**config.mk**
```make
export PLATFORM = sky130hd
export DESIGN_NAME = dso100_video_formatter_dither
export DESIGN_NICKNAME = d
export VERILOG_FILES = /design/src/rtl/dso100_video_pkg.sv /design/src/rtl/dso100_channel_dither.sv /design/src/rtl/dso100_video_formatter_dither.sv
export SDC_FILE = /design/constraint.sdc
export NUM_CORES = 1
export LEC_CHECK = 0
export CORE_UTILIZATION = 35
export DETAILED_ROUTE_END_ITERATION = 10
export DONT_BUFFER_PORTS = 1
export PLACE_DENSITY = 0.57
export SYNTH_ARGS = -nofsm -noshare
export SYNTH_HDL_FRONTEND = slang
export SYNTH_SLANG_ARGS = --single-unit
```
**constraint.sdc**
```tcl
create_clock -name CLK -period 4.8 [get_ports CLK]
set_input_delay 0.96 -clock CLK [delete_from_list [all_inputs] [get_ports CLK]]
set_output_delay 0.96 -clock CLK [all_outputs]
set_load 0.005 [all_outputs]
```
**src/rtl/dso100_video_pkg.sv**
```systemverilog
// rtl/dso100_video_pkg.sv - shared Bayer matrix, colour bars and dither offset helper
package dso100_video_pkg;

  // 4x4 ordered-dither thresholds, indexed [row = y[1:0]][column = x[1:0]]
  localparam logic [3:0] BAYER [4][4] = '{
    '{4'd0,  4'd8,  4'd2,  4'd10},
    '{4'd12, 4'd4,  4'd14, 4'd6 },
    '{4'd3,  4'd11, 4'd1,  4'd9 },
    '{4'd15, 4'd7,  4'd13, 4'd5 }
  };

  // Colour bars left to right: white, yellow, cyan, green, magenta, red, blue, black
  localparam logic [23:0] COLOR_BARS [8] = '{
    24'hFFFFFF, 24'hFFFF00, 24'h00FFFF, 24'h00FF00,
    24'hFF00FF, 24'hFF0000, 24'h0000FF, 24'h000000
  };

  // Scale a 4-bit threshold to the weight of the d dropped bits.
  // The result always stays below 2^d, so it never carries past one output LSB.
  function automatic logic [7:0] dither_offset(input logic [3:0] t, input int d);
    logic [7:0] tw;
    tw = {4'b0000, t};
    if (d <= 0)
      return 8'd0;
    else if (d >= 4)
      return tw << (d - 4);
    else
      return tw >> (4 - d);
  endfunction

endpackage

```
**src/rtl/dso100_channel_dither.sv**
```systemverilog
// rtl/dso100_channel_dither.sv - one colour channel: add dither offset, clamp, truncate to N bits
module dso100_channel_dither
  import dso100_video_pkg::*;
#(
  parameter int N = 5
) (
  input  logic         CLK,
  input  logic         RST_N,
  input  logic [7:0]   chan,
  input  logic [3:0]   t,
  input  logic         en,
  output logic [N-1:0] q
);

  localparam int D = 8 - N;

  logic [7:0] offset;
  logic [8:0] sum;
  logic [7:0] sat;

  // Offset add at 9 bits so a carry can be clamped instead of wrapping to black
  always_comb begin
    offset = en ? dither_offset(t, D) : 8'd0;
    sum    = {1'b0, chan} + {1'b0, offset};
    sat    = sum[8] ? 8'hFF : sum[7:0];
  end

  // Stage-2 output register keeps the N most significant bits
  always_ff @(posedge CLK or negedge RST_N) begin
    if (!RST_N)
      q <= '0;
    else
      q <= sat[7:D];
  end

endmodule

```
**src/rtl/dso100_video_formatter_dither.sv**
```systemverilog
// rtl/dso100_video_formatter_dither.sv - RGB888 to packed panel bus with Bayer dither; DSO100_VF_TEST_PATTERN_EN adds colour bars
module dso100_video_formatter_dither
  import dso100_video_pkg::*;
#(
  parameter int R_BITS = 5,
  parameter int G_BITS = 6,
  parameter int B_BITS = 5,
  parameter bit HS_INV = 1'b0,
  parameter bit VS_INV = 1'b0,
  parameter int CNT_W  = 12
`ifdef DSO100_VF_TEST_PATTERN_EN
  ,
  parameter int BAR_W  = 160
`endif
) (
  input  logic                             CLK,
  input  logic                             RST_N,
  input  logic [31:0]                      VID_DATA,
  input  logic                             VID_DE,
  input  logic                             VID_HSYNC,
  input  logic                             VID_VSYNC,
  input  logic                             DITHER_EN,
`ifdef DSO100_VF_TEST_PATTERN_EN
  input  logic                             TP_SEL,
`endif
  output logic [R_BITS+G_BITS+B_BITS-1:0]  OUT_D,
  output logic                             OUT_DE,
  output logic                             OUT_HS,
  output logic                             OUT_VS
);

  localparam logic [CNT_W-1:0] CNT_MAX = '1;

  logic [CNT_W-1:0] x, y;
  logic             de_prev, vs_prev, dither_q;
  logic             de_fall, vs_rise;
  logic [23:0]      src;
  logic [23:0]      d1;
  logic [3:0]       t1;
  logic             en1, de1, hs1, vs1;
  logic [R_BITS-1:0] r_q;
  logic [G_BITS-1:0] g_q;
  logic [B_BITS-1:0] b_q;
  logic             unused_hi;

  assign unused_hi = ^VID_DATA[31:24];
  assign de_fall   = de_prev & ~VID_DE;
  assign vs_rise   = ~vs_prev & VID_VSYNC;

  // Pixel/line position and the per-frame dither latch; VSYNC clear beats the line increment
  always_ff @(posedge CLK or negedge RST_N) begin
    if (!RST_N) begin
      x        <= '0;
      y        <= '0;
      de_prev  <= 1'b0;
      vs_prev  <= 1'b0;
      dither_q <= 1'b0;
    end else begin
      de_prev <= VID_DE;
      vs_prev <= VID_VSYNC;
      if (VID_DE) begin
        if (x != CNT_MAX) x <= x + 1'b1;
      end else if (de_fall) begin
        x <= '0;
      end
      if (vs_rise)
        y <= '0;
      else if (de_fall && y != CNT_MAX)
        y <= y + 1'b1;
      if (vs_rise) dither_q <= DITHER_EN;
    end
  end

`ifdef DSO100_VF_TEST_PATTERN_EN
  localparam logic [CNT_W-1:0] BAR_W_C = CNT_W'(BAR_W);

  logic             tp_q;
  logic [CNT_W-1:0] bar_q;

  // Test-pattern select is frame-latched together with the dither request
  always_ff @(posedge CLK or negedge RST_N) begin
    if (!RST_N)
      tp_q <= 1'b0;
    else if (vs_rise)
      tp_q <= TP_SEL;
  end

  // Bar index is the column divided by bar width, wrapping every eight bars
  always_comb begin
    bar_q = x / BAR_W_C;
    src   = tp_q ? COLOR_BARS[bar_q[2:0]] : VID_DATA[23:0];
  end
`else
  assign src = VID_DATA[23:0];
`endif

  // Stage 1: capture pixel (zeroed in blanking), threshold and dither enable
  always_ff @(posedge CLK or negedge RST_N) begin
    if (!RST_N) begin
      d1  <= '0;
      t1  <= '0;
      en1 <= 1'b0;
      de1 <= 1'b0;
      hs1 <= HS_INV;
      vs1 <= VS_INV;
    end else begin
      d1  <= VID_DE ? src : 24'd0;
      t1  <= BAYER[y[1:0]][x[1:0]];
      en1 <= dither_q & VID_DE;
      de1 <= VID_DE;
      hs1 <= VID_HSYNC ^ HS_INV;
      vs1 <= VID_VSYNC ^ VS_INV;
    end
  end

  dso100_channel_dither #(.N(R_BITS)) u_red (
    .CLK(CLK), .RST_N(RST_N), .chan(d1[23:16]), .t(t1), .en(en1), .q(r_q)
  );
  dso100_channel_dither #(.N(G_BITS)) u_green (
    .CLK(CLK), .RST_N(RST_N), .chan(d1[15:8]), .t(t1), .en(en1), .q(g_q)
  );
  dso100_channel_dither #(.N(B_BITS)) u_blue (
    .CLK(CLK), .RST_N(RST_N), .chan(d1[7:0]), .t(t1), .en(en1), .q(b_q)
  );

  // Stage 2: control signals registered alongside the channel results
  always_ff @(posedge CLK or negedge RST_N) begin
    if (!RST_N) begin
      OUT_DE <= 1'b0;
      OUT_HS <= HS_INV;
      OUT_VS <= VS_INV;
    end else begin
      OUT_DE <= de1;
      OUT_HS <= hs1;
      OUT_VS <= vs1;
    end
  end

  assign OUT_D = {r_q, g_q, b_q};

endmodule

```
==> results of run 1 <==
## critical path, delay by kind of cell (launching register included)
kind	cells	cell delay, ns
simple gates	2	0.50
fa+ha+maj	1	0.27
flops	1	0.46
compound gates	2	0.59
## kinds of logic (layout without fill, tap and decap cells)
logic type | after synthesis | in the layout | synth area share, %
buf+inv | 16 | 24 | 1.87
simple gates | 115 | 115 | 20.2
flops | 75 | 75 | 58.4
compound gates | 67 | 67 | 14.1
fa+ha+maj | 4 | 4 | 1.56
mux | 6 | 6 | 1.95
xor+xnor | 7 | 7 | 1.91
## power breakdown
group | switching, mW | total (mW) | internal, mW
registers | 0.0429 | 0.715 | 0.672
logic | 0.0337 | 0.0662 | 0.0325
clock network | 0.216 | 0.467 | 0.252
total | 0.292 | 1.25 | 0.956
## final timing paths
check | from | to | slack (ns) | cells past startpoint
setup / recovery | y[1]$_DFFE_PN0P_ | y[9]$_DFFE_PN0P_ | 2.90 | 5
hold / removal | RST_N | u_blue.q[2]$_DFF_PN0_ | 0.31 | 0
setup reg to reg | y[1]$_DFFE_PN0P_ | y[9]$_DFFE_PN0P_ | 2.90 | 5
hold reg to reg | hs1$_DFF_PN0_ | OUT_HS$_DFF_PN0_ | 0.35 | 0
max in group asynchronous | RST_N | y[10]$_DFFE_PN0P_ | 4.34 | 0
min in group CLK | hs1$_DFF_PN0_ | OUT_HS$_DFF_PN0_ | 0.35 | 0
## registers in the layout, indices dropped and copies added, names as in the netlist
| register | flops |
|---|---|
| hs1 | 1 |
| vs1 | 1 |
| y | 12 |
| d1 | 24 |
| x | 12 |
| OUT_VS | 1 |
| u_blue.q | 5 |
| u_red.q | 5 |
| OUT_HS | 1 |
| dither_q | 1 |
| en1 | 1 |
| t1 | 3 |
| u_green.q | 6 |
| OUT_DE | 1 |
| de1 | 1 |
## cell type report
class / instances / area [sq um] / share of cell area [%]
clock buffers: 11 / 141 / 4.02
clock inverters: 4 / 51.3 / 1.46
inverters: 9 / 33.8 / 0.961
multi-input cells: 199 / 1280 / 36.3
flip-flops and latches: 75 / 1880 / 53.4
well taps: 108 / 135 / 3.84
## metal layers
metal / GRT usage (%) / up-vias / wire, microns
li1: - / 1059 / -
met2: 21.0 / 42 / 2780
met5: 0 / - / 0
met1: 16.8 / 1054 / 2620
met4: 5.94 / 0 / 67
met3: 4.51 / 6 / 272
## metrics by stage
step	cells	worst slack [ns]	total power [mW]	hold WS, ns	area [sq um]
finish	406	2.90	1.25	0.314	3510
global placement	391	2.57	0.792	0.332	3320
global route	406	2.79	1.32	0.272	3510
CTS	406	2.90	1.27	0.288	3510
detailed placement	391	2.57	0.795	0.336	3320
floorplan	290	2.71	0.774	0.331	3210
## cell usage after synthesis (all sizes together), types with 4 or more instances
| cell type | instances |
|---|---|
| mux2i | 4 |
| inv | 9 |
| and3 | 5 |
| dfrtp | 75 |
| a41o | 4 |
| a31oi | 5 |
| nor2 | 17 |
| nand4 | 7 |
| nand2 | 22 |
| a21oi | 15 |
| clkbuf | 6 |
| nand3 | 16 |
| nor3 | 4 |
| and2 | 27 |
| o21ai | 13 |
| xnor2 | 5 |
| ha | 4 |
| o211ai | 5 |
==> run_summary.xml, run 1 <==
<?xml version="1.0" encoding="UTF-8"?>
<metrics>
  <group name="global_routing">
    <metric name="grt_max_degree" unit="">76</metric>
    <metric name="globalRoute.totalOverflow" unit="">0</metric>
    <metric name="grt_first_pass_wirelength" unit="microns">9990</metric>
    <metric name="via_count_of_the_first_global_routing_pass" unit="">2137</metric>
    <metric name="grtUsageTotal" unit="%">13.4</metric>
    <metric name="antenna_found_initial" unit="">0</metric>
  </group>
  <group name="floorplan">
    <metric name="rows" unit="">34</metric>
    <metric name="fp.coreArea" unit="sq mm">0.00881</metric>
    <metric name="design.portCount" unit="">57</metric>
    <metric name="die_area" unit="sq mm">0.00957</metric>
    <metric name="initial_core_utilization" unit="%">36.5</metric>
    <metric name="die_height" unit="microns">97.8</metric>
    <metric name="die_w" unit="microns">97.8</metric>
  </group>
  <group name="clock_tree">
    <metric name="cts-root-to-sink-buffers" unit="">2</metric>
    <metric name="clockRootBuffer" unit="">sky130_fd_sc_hd__clkbuf_8</metric>
    <metric name="post_cts_buffers" unit="">0</metric>
    <metric name="cts.reportedPaths.clkPinSlew" unit="ns">0.07</metric>
    <metric name="post_cts_hold_buffer_count" unit="">0</metric>
    <metric name="cts_buffers" unit="">9</metric>
    <metric name="cts-resized-gates" unit="">0</metric>
    <metric name="clkLatencyLatePin" unit="ns">0.33</metric>
    <metric name="clock_sink_count" unit="">75</metric>
    <metric name="cts_htree_levels" unit="">3</metric>
    <metric name="cts_tree" unit="">built</metric>
  </group>
  <group name="timing">
    <metric name="setup_viol_count_final" unit="">0</metric>
    <metric name="fmax" unit="MHz">526</metric>
    <metric name="min_period_over_period" unit="%">39.6</metric>
    <metric name="setup-tns-final" unit="ns">0</metric>
    <metric name="fin_crit" unit="ns">1.90</metric>
    <metric name="rsz0062_at_grt" unit="">no</metric>
    <metric name="worstMarginPinSlew" unit="ns">0.896</metric>
    <metric name="relSlewSlack" unit="%">40.1</metric>
    <metric name="fin_skew" unit="ns">0.00828</metric>
    <metric name="number_of_failing_hold_endpoints_at_the_final_stage" unit="">0</metric>
    <metric name="slew_viol_final" unit="">0</metric>
  </group>
  <group name="yosys">
    <metric name="synth_edf_count" unit="">0</metric>
    <metric name="yosysWarnings" unit="">0</metric>
    <metric name="synth.ff_latch_count" unit="">75</metric>
    <metric name="netlist.top_cell.by_area" unit="">sky130_fd_sc_hd__dfrtp_1</metric>
    <metric name="synth_top_cells_by_area" unit="">sky130_fd_sc_hd__dfrtp_1 (58%), sky130_fd_sc_hd__and2_1 (5.3%), sky130_fd_sc_hd__nand2_1 (2.6%)</metric>
    <metric name="synthesis.area_per_instance" unit="sq um">11.1</metric>
    <metric name="synth_seq_area_share" unit="%">58.4</metric>
    <metric name="synth_fp_nets" unit="">332</metric>
    <metric name="synth.top_cell.area_share" unit="%">58.4</metric>
    <metric name="syn_area" unit="sq mm">0.00321</metric>
    <metric name="async_reset_ff_share" unit="%">100</metric>
    <metric name="synth_flop_cell" unit="">sky130_fd_sc_hd__dfrtp_1</metric>
    <metric name="synth.distinct_cells" unit="">50</metric>
    <metric name="post_synth_inst_count" unit="">290</metric>
  </group>
  <group name="cells_and_area">
    <metric name="n_antenna_cell" unit="">0</metric>
    <metric name="final_net_count" unit="">336</metric>
    <metric name="layout-drive-gt1-share" unit="%">7.38</metric>
    <metric name="layout.core_utilization" unit="%">39.9</metric>
    <metric name="final.fill_count" unit="">839</metric>
    <metric name="area_growth_syn_to_layout" unit="%">9.38</metric>
    <metric name="mostFrequentLayoutCell" unit="">sky130_fd_sc_hd__dfrtp_1</metric>
    <metric name="final_cell_mix" unit="">sky130_fd_sc_hd__dfrtp_1 (75), sky130_fd_sc_hd__and2_1 (27), sky130_fd_sc_hd__nand2_1 (22)</metric>
  </group>
  <group name="worst_setup_path">
    <metric name="crit_path_max_fanout" unit="">6</metric>
    <metric name="cpPeakStageDelay" unit="ns">0.46</metric>
    <metric name="critical_path.cell_chain" unit="">ha_1 -&gt; and3_1 -&gt; a2111o_1 -&gt; or3_1 -&gt; a21oi_1</metric>
    <metric name="timing.setup.critical_path_class" unit="">reg -&gt; reg</metric>
    <metric name="worst_path_arrival" unit="ns">2.16</metric>
    <metric name="worst_ep_required_time" unit="ns">5.06</metric>
    <metric name="critical-path-slowest-cell" unit="">sky130_fd_sc_hd__dfrtp_1</metric>
    <metric name="critPathCaptureType" unit="">flop</metric>
    <metric name="crit_path_start_kind" unit="">flop</metric>
  </group>
  <group name="status">
    <metric name="violations" unit="">design-rule violations</metric>
    <metric name="run_status" unit="">complete, but fails checks</metric>
  </group>
  <group name="power">
    <metric name="pwr_density_cell" unit="mW/mm^2">355</metric>
    <metric name="vdd.ir_drop.worst" unit="mV">0.120</metric>
    <metric name="leakagePower" unit="nW">1.54</metric>
  </group>
  <group name="routing">
    <metric name="detailroute.via_count" unit="">2161</metric>
    <metric name="detailedRoute.firstIterationViolations" unit="">88</metric>
    <metric name="vias_per_cell" unit="">5.32</metric>
    <metric name="first_pass_iters" unit="">9</metric>
    <metric name="post_drt_wl_per_cell" unit="microns">14.1</metric>
    <metric name="drcViolationCount" unit="">8</metric>
    <metric name="routed_wl" unit="microns">5740</metric>
    <metric name="antenna_violating_nets_post_route" unit="">0</metric>
  </group>
  <group name="run">
    <metric name="drv.max_cap_violation_count" unit="">0</metric>
  </group>
  <group name="place">
    <metric name="dp_hpwl" unit="microns">3990</metric>
    <metric name="port-buffer-count" unit="">0</metric>
    <metric name="gp_routability_congestion" unit="">0.745</metric>
  </group>
  <group name="worst_hold_path">
    <metric name="timing.hold.worst.class" unit="">in -&gt; async</metric>
  </group>
</metrics>
No activity file was read; power rests on OpenSTA's default activity.
==> inputs of run 2 (changes only) <==
==> constraint.sdc (replaced) <==
create_clock -name CLK -period 1.9 [get_ports CLK]
set_input_delay 0.38 -clock CLK [delete_from_list [all_inputs] [get_ports CLK]]
set_output_delay 0.38 -clock CLK [all_outputs]
set_load 0.005 [all_outputs]
==> run 2 against run 1 <==
Compared with the run above:
- sequential power rose to 2.5 times the previous value
- highest routed layer unchanged
- global-route usage barely moved
- critical endpoint unchanged
- the run ends with design-rule violations, negative hold slack left
- largest power group unchanged
- cell area rose by 1.9%
- worst hold slack got worse by 0.60 ns
==> run_summary.xml, run 2 (synthesis gave the netlist of run 1 again) <==
<?xml version="1.0" encoding="UTF-8"?>
<metrics>
  <group name="global_routing">
    <metric name="via_count_of_the_first_global_routing_pass" unit="">2138</metric>
    <metric name="grtUsageTotal" unit="%">13.4</metric>
    <metric name="grt_first_pass_wirelength" unit="microns">9940</metric>
    <metric name="globalRoute.totalOverflow" unit="">0</metric>
    <metric name="grt_max_degree" unit="">76</metric>
    <metric name="antenna_found_initial" unit="">0</metric>
  </group>
  <group name="place">
    <metric name="placement.cell_area" unit="sq mm">0.00340</metric>
    <metric name="dp_hpwl" unit="microns">4010</metric>
    <metric name="port-buffer-count" unit="">0</metric>
    <metric name="worst_slack_after_detailed_placement" unit="ns">0.139</metric>
    <metric name="gp_routability_congestion" unit="">0.773</metric>
  </group>
  <group name="clock_tree">
    <metric name="cts_tree" unit="">built</metric>
    <metric name="cts_buffers" unit="">9</metric>
    <metric name="clkLatencyLatePin" unit="ns">0.35</metric>
    <metric name="cts-root-to-sink-buffers" unit="">2</metric>
    <metric name="clockRootBuffer" unit="">sky130_fd_sc_hd__clkbuf_8</metric>
    <metric name="cts_htree_levels" unit="">3</metric>
    <metric name="cts.reportedPaths.clkPinSlew" unit="ns">0.08</metric>
    <metric name="clock_sink_count" unit="">75</metric>
  </group>
  <group name="timing">
    <metric name="fin_skew" unit="ns">0.00610</metric>
    <metric name="number_of_failing_hold_endpoints_at_the_final_stage" unit="">75</metric>
    <metric name="worstMarginPinSlew" unit="ns">0.479</metric>
    <metric name="relSlewSlack" unit="%">68.0</metric>
    <metric name="fmax" unit="MHz">559</metric>
    <metric name="fin_crit" unit="ns">1.79</metric>
    <metric name="setup_viol_count_final" unit="">0</metric>
    <metric name="finalWorstSetupSlack" unit="ns">0.112</metric>
    <metric name="rsz0062_at_grt" unit="">no</metric>
    <metric name="min_period_over_period" unit="%">94.1</metric>
    <metric name="slew_viol_final" unit="">0</metric>
    <metric name="final.hold.worst_slack" unit="ns">-0.287</metric>
    <metric name="setup-tns-final" unit="ns">0</metric>
  </group>
  <group name="routing">
    <metric name="drcViolationCount" unit="">8</metric>
    <metric name="detailroute.via_count" unit="">2144</metric>
    <metric name="post_drt_wl_per_cell" unit="microns">14.0</metric>
    <metric name="antenna_violating_nets_post_route" unit="">0</metric>
    <metric name="detailedRoute.firstIterationViolations" unit="">83</metric>
    <metric name="first_pass_iters" unit="">7</metric>
    <metric name="vias_per_cell" unit="">5.14</metric>
    <metric name="routed_wl" unit="microns">5840</metric>
  </group>
  <group name="floorplan">
    <metric name="rows" unit="">34</metric>
    <metric name="fp.coreArea" unit="sq mm">0.00881</metric>
    <metric name="initial_core_utilization" unit="%">36.5</metric>
    <metric name="die_area" unit="sq mm">0.00957</metric>
    <metric name="design.portCount" unit="">57</metric>
    <metric name="die_w" unit="microns">97.8</metric>
    <metric name="die_height" unit="microns">97.8</metric>
  </group>
  <group name="worst_setup_path">
    <metric name="crit-reg2reg-launch" unit="">y[0]$_DFFE_PN0P_</metric>
    <metric name="ff2ff_path_depth" unit="">5</metric>
    <metric name="worst_path_arrival" unit="ns">2.07</metric>
    <metric name="crit_path_start_kind" unit="">flop</metric>
    <metric name="critPathCaptureType" unit="">flop</metric>
    <metric name="crit_path_max_fanout" unit="">4</metric>
    <metric name="critPathLaunch" unit="">y[0]$_DFFE_PN0P_</metric>
    <metric name="worst_ep_required_time" unit="ns">2.18</metric>
    <metric name="r2r_slack" unit="ns">0.11</metric>
    <metric name="timing.rr.end" unit="">y[9]$_DFFE_PN0P_</metric>
    <metric name="timing.setup.critical_path_class" unit="">reg -&gt; reg</metric>
  </group>
  <group name="cells_and_area">
    <metric name="final.fill_count" unit="">819</metric>
    <metric name="largest_register_ff_count" unit="">24</metric>
    <metric name="n_antenna_cell" unit="">0</metric>
    <metric name="top_regs" unit="">d1: 24 flops, x: 12 flops, y: 12 flops</metric>
    <metric name="registers.top_by_ff_count" unit="">d1</metric>
    <metric name="design_area" unit="sq mm">0.00358</metric>
    <metric name="area_growth_syn_to_layout" unit="%">11.5</metric>
    <metric name="final_cell_mix" unit="">sky130_fd_sc_hd__dfrtp_1 (75), sky130_fd_sc_hd__and2_1 (27), sky130_fd_sc_hd__nand2_1 (22)</metric>
    <metric name="layout-drive-gt1-share" unit="%">11.0</metric>
    <metric name="final_net_count" unit="">346</metric>
    <metric name="mostFrequentLayoutCell" unit="">sky130_fd_sc_hd__dfrtp_1</metric>
  </group>
  <group name="run">
    <metric name="drv.max_cap_violation_count" unit="">0</metric>
  </group>
  <group name="worst_hold_path">
    <metric name="timing.hold.worst.class" unit="">in -&gt; async</metric>
  </group>
  <group name="status">
    <metric name="run_status" unit="">complete, but fails checks</metric>
    <metric name="violations" unit="">design-rule violations, negative hold slack</metric>
  </group>
  <group name="power">
    <metric name="leakagePower" unit="nW">1.57</metric>
    <metric name="pwr_density_cell" unit="mW/mm^2">873</metric>
    <metric name="vdd.ir_drop.worst" unit="mV">0.260</metric>
  </group>
</metrics>
run 2: power by group:
part	leakage [nW]	internal [mW]	switching [mW]	total, mW
combinational	0.514	0.0952	0.0957	0.191
clock	0.0815	0.518	0.624	1.14
sequential	0.978	1.70	0.0985	1.80
total	1.57	2.31	0.818	3.13
run 2: worst max-delay path by stage:
stage / to / cells past startpoint
3_3_place_gp: y[9]$_DFFE_PN0P_ / 5
3_5_place_dp: x[8]$_DFFE_PN0P_ / 5
2_1_floorplan: y[9]$_DFFE_PN0P_ / 5
4_1_cts: y[9]$_DFFE_PN0P_ / 5
5_1_grt: y[9]$_DFFE_PN0P_ / 5
6_report: y[9]$_DFFE_PN0P_ / 5
run 2: worst max-delay path, stage by stage, from the launching register on:
cell and delay (ns):
sky130_fd_sc_hd__dfrtp_1 0.41, sky130_fd_sc_hd__ha_1 0.24, sky130_fd_sc_hd__and3_1 0.16, sky130_fd_sc_hd__a2111o_1 0.45, sky130_fd_sc_hd__or3_1 0.32, sky130_fd_sc_hd__a21oi_1 0.14
run 2: layout make-up:
cell class / count / area, sq um / share of cell area [%]
inverter: 9 / 33.8 / 0.943
multi-input combinational: 199 / 1280 / 35.6
sequential: 75 / 1880 / 52.4
timing repair buffer: 10 / 75.1 / 2.10
tap: 108 / 135 / 3.77
clock buffer: 10 / 138 / 3.84
clock inverter: 6 / 47.5 / 1.33
run 2: per-stage QoR:
| stage | instances | total power [mW] | util, % |
|---|---|---|---|
| 5_1_grt | 417 | 3.29 | 40.7 |
| 3_3_place_gp | 401 | 2.01 | 38.6 |
| 4_1_cts | 417 | 3.18 | 40.7 |
| 3_5_place_dp | 401 | 2.02 | 38.6 |
| 2_1_floorplan | 290 | 1.96 | - |
| 6_report | 417 | 3.13 | 40.7 |
run 2: metal layers:
metal | GRT usage (%) | routed length [microns]
met3 | 3.65 | 340
met5 | 0 | 0
met1 | 16.4 | 2590
met2 | 21.2 | 2770
met4 | 7.69 | 141
run 2: what timing repair did:
action                                  4_1_cts  5_1_grt
endpoints found under the hold margin        75       75
setup buffers                                 0        0
resized for setup                             0        1
endpoints found under the setup margin        0        1
